--- src/rtl/even_issue_ctrl.sv ---
// even_issue_ctrl: in-order issue control for the even-pipe units.
// Countdown scoreboard plus writeback-slot reservation on one WB port.
module even_issue_ctrl #(
    parameter int unsigned LAT0 = 2,
    parameter int unsigned LAT1 = 4,
    parameter int unsigned LAT2 = 6,
    parameter int unsigned LAT3 = 7
) (
    input  logic        clk,
    input  logic        reset,
    input  logic        in_valid,
    output logic        in_ready,
    input  logic [1:0]  in_unit,
    input  logic [6:0]  in_rt_addr,
    input  logic        in_reg_write,
    input  logic [6:0]  in_ra_addr,
    input  logic [6:0]  in_rb_addr,
    input  logic [6:0]  in_rc_addr,
    input  logic        in_ra_use,
    input  logic        in_rb_use,
    input  logic        in_rc_use,
    output logic        issue_valid,
    output logic [1:0]  issue_unit,
    output logic [6:0]  issue_rt_addr,
    output logic        issue_reg_write,
    output logic        busy,
    output logic [31:0] stall_count
);

    // Every latency must lie in 1..7 so it fits the 3-bit countdown.
    localparam logic [2:0] L0 = 3'(LAT0);
    localparam logic [2:0] L1 = 3'(LAT1);
    localparam logic [2:0] L2 = 3'(LAT2);
    localparam logic [2:0] L3 = 3'(LAT3);

    logic [2:0]  pend_q [128];
    logic [2:0]  pend_d [128];
    logic [7:1]  wbv_q;
    logic [7:1]  wbv_d;

    logic        issue_valid_q;
    logic        issue_valid_d;
    logic [1:0]  issue_unit_q;
    logic [1:0]  issue_unit_d;
    logic [6:0]  issue_rt_addr_q;
    logic [6:0]  issue_rt_addr_d;
    logic        issue_reg_write_q;
    logic        issue_reg_write_d;
    logic [31:0] stall_count_q;
    logic [31:0] stall_count_d;

    logic [2:0]  lat;
    logic        raw;
    logic        waw;
    logic        wb_hit;
    logic        accept;
    logic        wr_accept;

    // Writeback latency of the unit targeted by the decoded instruction.
    always_comb begin
        lat = L0;
        unique case (in_unit)
            2'd0: lat = L0;
            2'd1: lat = L1;
            2'd2: lat = L2;
            2'd3: lat = L3;
        endcase
    end

    // Hazard detection on current state; in_valid deliberately not used.
    always_comb begin
        raw = (in_ra_use && (pend_q[in_ra_addr] != 3'd0))
           || (in_rb_use && (pend_q[in_rb_addr] != 3'd0))
           || (in_rc_use && (pend_q[in_rc_addr] != 3'd0));
        waw = in_reg_write && (pend_q[in_rt_addr] != 3'd0);
        wb_hit = in_reg_write && wbv_q[lat];
    end

    assign in_ready  = !(raw || waw || wb_hit);
    assign accept    = in_valid && in_ready;
    assign wr_accept = accept && in_reg_write;

    // Scoreboard countdown; an accepted writer reloads its entry.
    always_comb begin
        for (int i = 0; i < 128; i++) begin
            if (pend_q[i] != 3'd0) begin
                pend_d[i] = pend_q[i] - 3'd1;
            end else begin
                pend_d[i] = 3'd0;
            end
        end
        if (wr_accept) begin
            pend_d[in_rt_addr] = lat - 3'd1;
        end
    end

    // Slot vector: bit k means a writeback k cycles from now. The new
    // writer lands at L cycles from this cycle, i.e. L-1 from the next
    // one, so it is recorded after the shift. An L=1 writer lands in
    // the very next cycle, which no later accept can target.
    always_comb begin
        wbv_d = {1'b0, wbv_q[7:2]};
        if (wr_accept && (lat != 3'd1)) begin
            wbv_d[lat - 3'd1] = 1'b1;
        end
    end

    // Issue register captures the accepted instruction, else holds.
    always_comb begin
        issue_valid_d     = accept;
        issue_unit_d      = issue_unit_q;
        issue_rt_addr_d   = issue_rt_addr_q;
        issue_reg_write_d = issue_reg_write_q;
        if (accept) begin
            issue_unit_d      = in_unit;
            issue_rt_addr_d   = in_rt_addr;
            issue_reg_write_d = in_reg_write;
        end
    end

    // Saturating count of cycles a valid instruction was held back.
    always_comb begin
        stall_count_d = stall_count_q;
        if (in_valid && !in_ready && (stall_count_q != 32'hFFFF_FFFF)) begin
            stall_count_d = stall_count_q + 32'd1;
        end
    end

    // Busy while any destination is still counting down.
    always_comb begin
        busy = 1'b0;
        for (int i = 0; i < 128; i++) begin
            busy = busy | (pend_q[i] != 3'd0);
        end
    end

    // State update; reset drops all in-flight tracking.
    always_ff @(posedge clk) begin
        if (reset) begin
            for (int i = 0; i < 128; i++) begin
                pend_q[i] <= 3'd0;
            end
            wbv_q             <= '0;
            issue_valid_q     <= 1'b0;
            issue_unit_q      <= 2'd0;
            issue_rt_addr_q   <= 7'd0;
            issue_reg_write_q <= 1'b0;
            stall_count_q     <= 32'd0;
        end else begin
            for (int i = 0; i < 128; i++) begin
                pend_q[i] <= pend_d[i];
            end
            wbv_q             <= wbv_d;
            issue_valid_q     <= issue_valid_d;
            issue_unit_q      <= issue_unit_d;
            issue_rt_addr_q   <= issue_rt_addr_d;
            issue_reg_write_q <= issue_reg_write_d;
            stall_count_q     <= stall_count_d;
        end
    end

    assign issue_valid     = issue_valid_q;
    assign issue_unit      = issue_unit_q;
    assign issue_rt_addr   = issue_rt_addr_q;
    assign issue_reg_write = issue_reg_write_q;
    assign stall_count     = stall_count_q;

endmodule

--- config.mk ---
export PLATFORM = sky130hd
export DESIGN_NAME = even_issue_ctrl
export DESIGN_NICKNAME = d
export VERILOG_FILES = /design/src/rtl/even_issue_ctrl.sv
export SDC_FILE = /design/constraint.sdc
export NUM_CORES = 1
export LEC_CHECK = 0
export CORE_MARGIN = 4
export CORE_UTILIZATION = 44
export CTS_CLUSTER_DIAMETER = 120
export CTS_CLUSTER_SIZE = 25
export DETAILED_ROUTE_END_ITERATION = 8
export PLACE_DENSITY = 0.58
export SYNTH_ARGS = -nofsm -noshare
export SYNTH_HDL_FRONTEND = slang
export SYNTH_SLANG_ARGS = --single-unit
--- constraint.sdc ---
create_clock -name clk -period 10.7 [get_ports clk]
set_input_delay 3.21 -clock clk [delete_from_list [all_inputs] [get_ports clk]]
set_output_delay 3.21 -clock clk [all_outputs]
set_load 0.02 [all_outputs]
# Word-level counts from Yosys, hierarchy flattened
# Memory sizes are Yosys's and may differ from the RTL's.
# Cells that the tools add are included.
dict set report totals {
  reg_bits 50
  ram_bits 384
  out_inout_bits 45
  n_memories 1
}
dict set report op_classes {
  add_sub_neg 130
  order_cmp 5
  eq_ne 5
  n_mux 269
  bitwise 258
  reduce_logical 151
}
# memory words word_bits rd rd_ports_with_merged_regs wr line_no
set mem_list {}
lappend mem_list {pend_q 128 3 132 0 128 36} ;# logic [2:0] pend_q [128];
# operator count
set op_table {}
lappend op_table {{3-bit 2-to-1 mux} 257}
lappend op_table {{3-bit nonzero test} 132}
lappend op_table {{3-bit by 1-bit subtractor with 3-bit output, second input constant} 129}
lappend op_table {{384-bit bitwise mux} 1}
lappend op_table {{384-bit 2-to-1 mux} 1}
lappend op_table {{1-bit OR} 255}
lappend op_table {{32-bit by 1-bit adder with 32-bit output, second input constant} 1}
lappend op_table {{32-bit != test, second input constant} 1}
lappend op_table {{3-bit demux with 7-bit select} 1}
lappend op_table {{1-bit logical AND} 12}
lappend op_table {{3-bit case mux with 4 select lines} 1}
lappend op_table {{8-bit greater-or-equal comparator, second input constant} 1}
lappend op_table {{3-bit by 4-bit < comparator with 1-bit output, second input constant} 2}
lappend op_table {{8-bit by 1-bit < comparator with 1-bit output, second input constant} 1}
lappend op_table {{7-bit inverter with 8-bit output} 1}
lappend op_table {{6-bit by 7-bit OR with 7-bit output} 1}
lappend op_table {{6-bit 2-to-1 mux} 1}
lappend op_table {{1-bit 2-to-1 mux} 5}
lappend op_table {{2-bit == test, second input constant} 2}
lappend op_table {{1-bit logical OR} 4}
lappend op_table {{1-bit binary-select mux with 3-bit select} 1}
lappend op_table {{1-bit demux with 3-bit select} 1}
lappend op_table {{3-bit by 1-bit greater-or-equal comparator with 1-bit output, second input constant} 1}
lappend op_table {{3-bit by 1-bit != test with 1-bit output, second input constant} 1}
lappend op_table {{other kinds (5)} 5}

# Depth between registers and ports, before layout
# An unclocked memory read counts as a cell.
dict set report logic_depth {
  ltp_word 129
  mapped_depth 17
  ltp_nobuf 12
}

# Worst setup path before layout
# Ideal clock, no wire load.
dict set report synth_path {
  path_kind {input-to-output}
  start {input port in_rt_addr[2]}
  end {output port in_ready}
  t_arrival_ns 5.888
  required_ns 7.490
  path_slack_ns 1.602
  stages 13
  cell_sequence {buf_2 -> buf_2 -> buf_1 -> mux4_2 -> mux2i_1 -> nor2_1 -> o41ai_2 -> nand4_1 -> o31ai_4 -> nand3_2 -> inv_2 -> buf_2 -> buf_2}
}
dict set report synth_via {
  elab_chain_cells 6
}
# element line_no
set synth_lines {}
lappend synth_lines {{from (decl)} 14} ;# input logic [6:0] in_rt_addr,
lappend synth_lines {{memory read 128 x 3 bit} n/a}
lappend synth_lines {{3-bit nonzero test} 75} ;# waw = in_reg_write && (pend_q[in_rt_addr] != 3'd0);
lappend synth_lines {{1-bit logical AND} 75}
lappend synth_lines {{1-bit logical OR (2 in a row)} 79} ;# assign in_ready = !(raw || waw || wb_hit);
lappend synth_lines {{1-bit zero test} 79}
lappend synth_lines {{to (decl)} 12} ;# output logic in_ready,
# No other way between the ends.

# Worst setup path in the final report
dict set report layout_path {
  start {input port in_rt_addr[0]}
  end {output port in_ready}
}
# Same word-level chain as after synthesis.

==> reports/results.txt <==
status = finished, violations left
violated checks = max-capacitance violations, max-slew violations
Peak Freq = 95.7 MHz
hold-critical path depth = 1
H-tree depth = 1
Fin Setup TNS = 0 ps
Post-Syn Area = 31400 sq um
via count = 31058
HP Class = register to register
final setup fails = 0
layout cells sized above 1 = 13.0%
max_slew headroom = -0.544%
1st-pass router iterations = 8
Slew Viols, Final = 12
CP Class = input port to output pin
YS warnings = 0
average wire per standard cell = 30.4 um
RD Place Congestion = 1.07
Area Growth Syn to Fin = 7.18%
total chip power = 3.07 mW
CP Max Fanout = 23
clock skew = 57.8 ps
initial antenna violation count = 9
latest clock arrival within the worst-skew pair = 630 ps
RSZ-0062 raised after global routing = false
most frequent cells in the layout = nand2_1 (483), dfxtp_1 (433), o21ai_0 (317)
Unique masters post-synth = 89
Initial DRC Count = 4416
total global routing overflow = 0
commonest non-fill, non-tap cell in the layout = nand2_1
Multi-input gate area = 20600 sq um
Final ANT Viol Nets = 0
CTS resizes = 0
first-pass GRT wire length = 204 mm
Post-synth top flop = dfxtp_1
dpl hpwl = 103 mm
FF+latch count, synth = 433
worst r2r path cells = 13
syn_area_per_cell = 8.32 sq um
Routed WL = 142 mm
Synth async-reset ratio = 0%
CP Data Required Time = 7490 ps
Die W = 275 um
max_cap viols = 1
post-route clock period utilization = 97.6%
TritonCTS Buffers = 21
CORE AREA = 70400 sq um
total clock sinks = 433
Clock Path Buffers = 3
CTS Hold Buffers Added = 0
Reg area = 8670 sq um
pwr/cell area = 91.3 nW/um^2
leakage power = 13.3 nW
CTS tree = yes
mean number of vias per cell = 6.65
Seq/Total Area, Yosys = 27.6%
Worst Setup Start Kind = input port
nets = 4011
clock-pin slew on the worst setup and hold paths = 100 ps
Root Buffer Master = clkbuf_16
final hold violations = 0
row count = 97
Crit. End Element = output pin
Top Ports = 82
fin crit period = 10450 ps
Port Buffers = 81
peak supply drop = 0.0000950 V
Die Y = 275 um
Post-synth EDFFs = 0
DRC viols = 0
Die Area = 75700 sq um
Initial Util = 44.6%
vias in the first global route = 28551
Mapped Cells = 3775
Post-Syn Nets = 4060
Tot GR Track Use = 36.4%
largest net degree at the start of global routing = 88
CP arrival = 7240 ps
Post-CTS Setup Inserts = 0
FILL cells = 7037
worst slew pin tran = 1500 ps
==> worst paths after layout <==
check | start | to | slack, ps
worst min-delay path | wbv_q[5] | wbv_q[4] | 440
worst max register to register | pend_q[9][0] | pend_q[92][1] | 4540
worst max-delay path | in_rt_addr[0] | in_ready | 250
worst min register to register | wbv_q[5] | wbv_q[4] | 440
==> metrics by stage <==
step	utilization (%)	std cells	hold slack (ps)	area (sq um)	worst slack, ps
after floorplan	-	3775	414	31400	1600
after global placement	46.9	4643	421	33000	625
after detailed placement	46.9	4643	423	33000	494
after CTS	47.8	4669	447	33600	451
after global routing	47.8	4671	472	33600	241
final	47.8	4673	442	33600	252
==> power breakdown <==
group / switching [mW] / total, mW / leakage, nW / internal (mW)
Clock: 0.588 / 0.979 / 0.293 / 0.391
Combinational: 0.347 / 0.473 / 9.49 / 0.125
Sequential: 0.00440 / 1.62 / 3.49 / 1.62
==> worst max-delay path, cell delays in order <==
cell	delay, ps
buf_2	280
buf_4	360
nand2b_1	580
o22ai_1	170
a2111oi_0	730
a2111oi_0	230
a32oi_1	230
nand4_1	210
o31ai_4	320
nand3_2	200
inv_2	100
clkdlybuf4s50_1	600
==> cell type report <==
cell class              count  area share (%)
multi-input cells        2809            61.3
flip-flops and latches    433            25.8
repair buffers            177            4.52
well taps                 940            3.50
inverters                 284            3.18
clock buffers              22            1.60
clock inverters             4           0.156
diodes                      4          0.0297
==> Yosys cell counts, types with 13 or more instances <==
cell type,instances,area (sq um)
nand2_1,485,1820
dfxtp_1,433,8670
o21ai_0,317,1590
nor3_1,284,1420
inv_1,275,1030
nor2_1,259,972
ha_1,248,3100
clkbuf_1,147,552
mux2i_1,140,1400
mux4_2,138,3110
a21o_1,100,751
a21oi_1,72,360
buf_2,69,345
mux2_2,63,709
a31o_2,57,499
nand4_1,57,357
nand3_1,47,235
nor4_1,45,282
nor2b_1,34,213
a211oi_1,31,233
o31ai_1,30,225
a22oi_1,26,195
nand2_2,25,156
o211ai_1,24,180
or2_2,21,131
a221oi_1,19,166
a2111oi_0,17,149
buf_1,17,63.8
mux2_1,17,191
o22ai_1,16,100
nand2b_1,15,93.8
and3_1,14,87.6
or3_1,13,81.3
==> state kept, by name, indices dropped and copies added (netlist names) <==
signal,cells
stall_count,32
wbv_q,6
pend_q,384
issue_reg_write,1
issue_unit,2
issue_rt_addr,7
issue_valid,1
==> cells by family (layout without fill, tap and decap cells) <==
group           after synthesis  in the layout  synth area share (%)
compound gates              835            835                  17.7
xor+xnor                      2              2                0.0558
fa+ha+maj                   248            248                  9.88
buf+inv                     533            487                  6.90
flops                       433            433                  27.6
mux                         368            368                  17.7
other cells                   1              5                0.0119
simple gates               1355           1355                  20.1
==> routing by layer <==
metal  up-vias  GRT usage [%]  routed length, um
met2      2050           54.3              59700
met3       495           8.06              15900
met1     15106           49.4              56900
li1      13401              -                  -
met4         6           19.1               9440
met5         -              0                 31
Note: power is estimated with default switching activity, not from simulation.
